--- config.mk ---
export PLATFORM = sky130hd
export DESIGN_NAME = wb_arbiter
export DESIGN_NICKNAME = d
export VERILOG_FILES = /design/src/rtl/wb_arbiter.sv
export SDC_FILE = /design/constraint.sdc
export NUM_CORES = 1
export LEC_CHECK = 0
export ABC_CLOCK_PERIOD_IN_PS = 8150
export BUFFER_PORTS_ARGS = -buffer_cell sky130_fd_sc_hd__buf_4
export CORE_MARGIN = 2
export CORE_UTILIZATION = 37
export DETAILED_ROUTE_END_ITERATION = 10
export SLEW_MARGIN = 10
export SYNTH_ARGS = -nofsm -noshare
export SYNTH_HDL_FRONTEND = slang
export SYNTH_SLANG_ARGS = --single-unit
--- constraint.sdc ---
create_clock -name clk -period 8.15 [get_ports clk]
set_input_delay 0.4075 -clock clk [delete_from_list [all_inputs] [get_ports clk]]
set_output_delay 0.4075 -clock clk [all_outputs]
set_load 0.02 [all_outputs]
--- src/rtl/wb_arbiter.sv ---
// Write-back arbiter that owns the register-file write port. ALU results always win the port.
// Long-latency results queue in an in-order FIFO and drain into idle cycles; a bypass lookup exposes pending values.
module wb_arbiter #(
   parameter int DEPTH = 4,
   parameter int XLEN  = 32
) (
   input  logic                     clk,
   input  logic                     rst,
   input  logic                     alu_valid,
   input  logic [4:0]               alu_rd,
   input  logic [XLEN-1:0]          alu_data,
   input  logic                     lsu_valid,
   output logic                     lsu_ready,
   input  logic [4:0]               lsu_rd,
   input  logic [XLEN-1:0]          lsu_data,
   output logic                     rf_en,
   output logic [4:0]               rf_wa,
   output logic [XLEN-1:0]          rf_wd,
   input  logic [4:0]               byp_addr,
   output logic                     byp_hit,
   output logic [XLEN-1:0]          byp_data,
   output logic [$clog2(DEPTH):0]   occupancy
);

   localparam int AW = $clog2(DEPTH);
   localparam int CW = AW + 1;
   localparam logic [CW-1:0] DEPTH_C = CW'(DEPTH);

   logic [DEPTH-1:0] valid_r;
   logic [DEPTH-1:0] killed_r;
   logic [4:0]       rd_r   [DEPTH];
   logic [XLEN-1:0]  data_r [DEPTH];
   logic [AW-1:0]    rptr_r;
   logic [AW-1:0]    wptr_r;
   logic [CW-1:0]    count_r;

   logic             alu_req_s;
   logic             push_s;
   logic             pop_s;
   logic             fifo_hit_s;
   logic [XLEN-1:0]  fifo_data_s;
   logic [AW-1:0]    idx_s;

   // Ready looks only at the registered count, so a same-cycle pop never frees a slot early.
   assign lsu_ready = !rst && (count_r < DEPTH_C);
   assign occupancy = count_r;
   assign alu_req_s = alu_valid && (alu_rd != 5'd0);
   assign push_s    = lsu_valid && lsu_ready && (lsu_rd != 5'd0);
   assign pop_s     = !alu_req_s && (count_r != {CW{1'b0}});

   // Write-port register: ALU first, then the FIFO head, else idle with address/data held.
   always_ff @(posedge clk or posedge rst) begin
      if (rst) begin
         rf_en <= 1'b0;
         rf_wa <= 5'd0;
         rf_wd <= {XLEN{1'b0}};
      end else if (alu_req_s) begin
         rf_en <= 1'b1;
         rf_wa <= alu_rd;
         rf_wd <= alu_data;
      end else if (pop_s) begin
         rf_en <= !killed_r[rptr_r];
         if (!killed_r[rptr_r]) begin
            rf_wa <= rd_r[rptr_r];
            rf_wd <= data_r[rptr_r];
         end
      end else begin
         rf_en <= 1'b0;
      end
   end

   // FIFO control state: kill matching entries on ALU writes, then retire the head and append the tail.
   always_ff @(posedge clk or posedge rst) begin
      if (rst) begin
         valid_r  <= {DEPTH{1'b0}};
         killed_r <= {DEPTH{1'b0}};
         rptr_r   <= {AW{1'b0}};
         wptr_r   <= {AW{1'b0}};
         count_r  <= {CW{1'b0}};
      end else begin
         for (int i = 0; i < DEPTH; i++) begin
            if (alu_req_s && valid_r[i] && (rd_r[i] == alu_rd)) begin
               killed_r[i] <= 1'b1;
            end
         end
         if (pop_s) begin
            valid_r[rptr_r] <= 1'b0;
            rptr_r          <= rptr_r + AW'(1);
         end
         // The new entry is already stale if the ALU writes the same register at this edge.
         if (push_s) begin
            valid_r[wptr_r]  <= 1'b1;
            killed_r[wptr_r] <= alu_req_s && (lsu_rd == alu_rd);
            wptr_r           <= wptr_r + AW'(1);
         end
         case ({push_s, pop_s})
            2'b10:   count_r <= count_r + CW'(1);
            2'b01:   count_r <= count_r - CW'(1);
            default: count_r <= count_r;
         endcase
      end
   end

   // FIFO payload storage; validity is tracked separately, so no reset is needed.
   always_ff @(posedge clk) begin
      if (push_s) begin
         rd_r[wptr_r]   <= lsu_rd;
         data_r[wptr_r] <= lsu_data;
      end
   end

   // Bypass search: scan oldest to youngest so the youngest live match is the one left standing.
   always_comb begin
      fifo_hit_s  = 1'b0;
      fifo_data_s = {XLEN{1'b0}};
      idx_s       = rptr_r;
      for (int i = 0; i < DEPTH; i++) begin
         idx_s = rptr_r + AW'(i);
         if (valid_r[idx_s] && !killed_r[idx_s] && (rd_r[idx_s] == byp_addr)) begin
            fifo_hit_s  = 1'b1;
            fifo_data_s = data_r[idx_s];
         end else begin
            fifo_hit_s  = fifo_hit_s;
            fifo_data_s = fifo_data_s;
         end
      end
   end

   // Bypass result: FIFO entries are younger than the output register.
   always_comb begin
      byp_hit  = 1'b0;
      byp_data = {XLEN{1'b0}};
      if (rst || (byp_addr == 5'd0)) begin
         byp_hit  = 1'b0;
         byp_data = {XLEN{1'b0}};
      end else if (fifo_hit_s) begin
         byp_hit  = 1'b1;
         byp_data = fifo_data_s;
      end else if (rf_en && (rf_wa == byp_addr)) begin
         byp_hit  = 1'b1;
         byp_data = rf_wd;
      end else begin
         byp_hit  = 1'b0;
         byp_data = {XLEN{1'b0}};
      end
   end

endmodule

==> summary.md <==
| Metric | Value |
|---|---|
| Met1 track demand over resource | 0.2715 |
| Share of the synthesized area in the top cell type | 0.3447 |
| Number of flops mapped to enable cells by yosys | between 100 and 150 |
| Die Footprint | around 0.036 mm2 |
| Hold crit path type | in -> reg |
| Adder-cell share of the synthesized area | 0.01029 |
| Crit path to | byp_data[25] |
| Share of async-settable or async-resettable flops after synthesis | 0.2637 |
| Most frequent CP cell | sky130_fd_sc_hd__buf_4 |
| Placement Cell Area | 0.01438 mm2 |
| Dominant delay contributor by cell family on the critical path | buffers and inverters |
| Area fraction in and, or, nand and nor cells after synthesis | 0.1011 |
| Buffers & Inverters on Critical Path | 5 |
| Num CTS Buffers | 25 |
| TritonRoute pass-1 iters | 5 |
| Fraction of final layout cells with drive strength greater than 1 | 0.3458 |
| Leak Pwr | 5.349 nW |
| Starting density of the core | 0.3742 |
| Number of H-tree levels | 1 |
| Number of cells upsized or downsized after cts | 0 |
| Multiplexer fraction of the synthesized cell area | 0.2604 |
| Number of max-cap violations | 0 |
| Count of final hold-check violations | 0 |
| Relative slew slack | 0.2406 |
| Synth Area in XOR/XNOR | 0.04075 |
| Maximum clock skew at final layout | 0.01876 ns |
| Slowest CP cell | sky130_fd_sc_hd__dfrtp_4 |
| CTS Sinks | approximately 200 |
| Slowest cell delay on critical path | ~0.9 ns |
| Run status | finished, final reports clean |
| IR drop worst, VDD | 0.0002105 V |
| Gate count after technology mapping | approximately 1000 |
| Start-to-end type of the worst setup path | reg -> out |
| Part of the cycle the worst path needs | 0.7524 |
| Clock Root Buffer | sky130_fd_sc_hd__clkbuf_16 |
| Worst reg2reg path endpoint | rf_wd[10] |
| Minimum clock period | slightly above 6 ns |
| Depth of the worst register-to-register path | 6 |
| Per-instance average area after synthesis | ~13 um2 |
| Dominant combinational cell family by area after synthesis | multiplexers |
| CTS tree | done |
| Final wirelength | around 37000 um |
| Crit path capture type | output port |
| Wire length of the first global-routing pass | 56870 um |
| Count of final setup violators | 0 |
| Ys flop type | sky130_fd_sc_hd__edfxtp_1 |
| Worst-case hold slack | between 0.07 and 0.08 ns |
| Buffers on Ports | 157 |
| Number of cells in the design after placement | between 1.5k and 2k |
| Setup TNS after final layout | 0 ns |
| Pin count of the biggest net entering global routing | 61 |
| WP data arrival | around 5.7 ns |
| Half-perimeter wire length after placement | 23440 um |
| Signed area change from the synthesized netlist to the final layout | 18.26% |
| Largest area contributor in the netlist | sky130_fd_sc_hd__edfxtp_1 |
| Worst Max-Slew Pin Slew | around 1.1 ns |
| Top cells by instance count after synthesis | sky130_fd_sc_hd__edfxtp_1, sky130_fd_sc_hd__mux4_2, sky130_fd_sc_hd__nand2_1, sky130_fd_sc_hd__nand3_1, sky130_fd_sc_hd__clkbuf_1 |
| Number of nets produced by synthesis | 1091 |
| Most frequent cell after synthesis | sky130_fd_sc_hd__edfxtp_1 |
| RSZ-0062 raised after global routing | false |
| Area occupied by multi-input gates | roughly 0.0067 mm2 |
| Drt initial violations | just over 700 |
| Clock transition time at the flip-flop clock pins of the worst setup and hold paths | 0.07 ns |
| Antenna diode count | 0 |
| Remaining number of nets flagged by the antenna check after routing | 0 |
| Number of placed I/O pins | approximately 160 |
| Final total power | around 0.0054 W |
| Hold buffers post-CTS | 0 |
| Cell count along the critical path | 12 |
| Crit. Startpoint | rptr_r[0] |
| Number of placement rows | 68 |
| All-layer global routing usage | 0.2036 |
| Wire length per cell after detailed routing | around 24 um |
| Power density relative to cell area | roughly 350 mW/mm2 |
| Die X-Extent | 190.7 um |
| GR met3 Demand/Resource | 0.03589 |
| Post-CTS setup repair buffer count | 0 |
| Register area | 0.005778 mm2 |
| Timing-limited maximum frequency | ~160 MHz |
| Number of flip-flops and latches in the synthesized netlist | roughly 200 |
| Filler Cell Count | between 3k and 4k |
| Post-layout instance count excluding filler cells | about 1.6k |
| Grt met2 use | 0.3355 |
| Synthesized area | approximately 0.013 mm2 |
| Via density | 6.004 |
| Overflow left after global routing | 0 |
| Antenna violations before repair | 0 |
| Number of global-route vias before repair | approximately 9.4k |
| Count of synthesis-stage warnings from yosys | 0 |
| Library cells used by synthesis | just under 50 |
| Worst R2R Setup Slack | ~4.3 ns |
| Routed via count | approximately 9.5k |
| Startpoint types | flop |
| Nets@finish | 1193 |
| Critical path required time | 7.74 ns |
| Complex-gate fraction of the synthesized area | 0.1010 |
| Most Crowded Layer GR | met2 |
| Area of the core | 0.03446 mm2 |
| Remaining design rule violation count | 0 |
| Cell-by-cell listing of the critical path | inv_1, ha_4, buf_4, inv_1, a221oi_1, a21o_1, nor2_4, a2111oi_4, buf_4, a21oi_1, a211oi_1, buf_4 |
| Beginning of the worst register-to-register path | rptr_r[1] |
| Post-route design area | 0.01525 mm2 |
| Register area share after synthesis | 0.4475 |
| Clock buffer depth | 3 |
| Max Fanout on Critical Path | 48 |
| Main area contributors after synthesis | sky130_fd_sc_hd__edfxtp_1, sky130_fd_sc_hd__mux4_2, sky130_fd_sc_hd__dfrtp_1, sky130_fd_sc_hd__nand3_1, sky130_fd_sc_hd__xnor2_1 |
| Final Slew Violations | 0 |
| Weighted congestion reported at the end of routability-driven placement | just under 0.8 |
| Die Ht | 190.7 um |
| Clock latency reported for the late side of the worst-skew pair | 0.53 ns |
## registers in the layout, summed over array words and instances (netlist names)
signal / flops
killed_r: 4
rptr_r: 2
wptr_r: 2
valid_r: 4
occupancy: 3
rf_en: 1
rf_wa: 5
rd_r: 20
rf_wd: 32
data_r: 128
## worst min-delay path by stage
stage / cells past startpoint / end / start / slack [ns]
detailed placement: 1 / occupancy[2] / occupancy[2] / 0.51
floorplan: 2 / valid_r[0] / valid_r[0] / 0.47
global placement: 1 / occupancy[0] / occupancy[0] / 0.51
finish: 1 / data_r[1][15] / lsu_data[15] / 0.08
global route: 1 / data_r[3][23] / lsu_data[23] / 0.06
CTS: 1 / data_r[0][8] / lsu_data[8] / 0.06
## layout make-up
cell class,instances,area share
clock inverters,19,0.01403
clock buffers,27,0.04283
repair buffers,173,0.08517
multi-input cells,684,0.4381
inverters,15,0.003692
well taps,455,0.03733
flip-flops and latches,201,0.3789
## logic make-up (layout without fill, tap and decap cells)
family / Yosys count / count (layout)
adder cells (fa/ha/maj): 10 / 10
flip-flops: 201 / 201
AO/OA/AOI/OAI: 186 / 186
buffers and inverters: 113 / 234
multiplexers: 153 / 153
AND/OR/NAND/NOR: 275 / 275
XOR/XNOR: 60 / 60
## per-layer routing
| metal | vias up | share of wire |
|---|---|---|
| met3 | 58 | 0.074 |
| met1 | 4831 | 0.41 |
| met5 | - | 0 |
| met2 | 401 | 0.48 |
| met4 | 0 | 0.032 |
| li1 | 4160 | - |
## cell usage in the layout, fill, tap and decap left out, types with 6 or more instances in the layout
cell	synthesis	layout
sky130_fd_sc_hd__mux2i_1	7	7
sky130_fd_sc_hd__clkbuf_16	0	25
sky130_fd_sc_hd__a2bb2oi_1	26	26
sky130_fd_sc_hd__ha_1	9	8
sky130_fd_sc_hd__mux4_2	146	146
sky130_fd_sc_hd__o21ai_1	31	30
sky130_fd_sc_hd__buf_4	2	173
sky130_fd_sc_hd__nand2_1	94	94
sky130_fd_sc_hd__xor2_1	17	17
sky130_fd_sc_hd__o211ai_1	8	8
sky130_fd_sc_hd__nand3_1	91	91
sky130_fd_sc_hd__dfrtp_1	53	51
sky130_fd_sc_hd__a31oi_1	42	42
sky130_fd_sc_hd__o211a_1	27	27
sky130_fd_sc_hd__o21ai_0	31	30
sky130_fd_sc_hd__edfxtp_1	148	148
sky130_fd_sc_hd__a21oi_1	8	8
sky130_fd_sc_hd__inv_1	15	10
sky130_fd_sc_hd__xnor2_1	43	43
sky130_fd_sc_hd__clkinv_2	0	6
sky130_fd_sc_hd__nor2_1	47	46
sky130_fd_sc_hd__nand4_1	6	6
## power by group
group          switching [W]  internal, W  total (W)
Sequential          0.000243      0.00130    0.00155
Clock               0.000447     0.000708    0.00116
Combinational        0.00141      0.00129    0.00270
## through the flow
step / setup WS [ns] / util
2_1_floorplan: 3.376 / -
3_3_place_gp: 2.582 / 0.4174
3_5_place_dp: 2.524 / 0.4174
4_1_cts: 1.931 / 0.4426
5_1_grt: 1.645 / 0.4426
6_report: 2.018 / 0.4426
No activity file was read; power rests on OpenSTA's default activity.
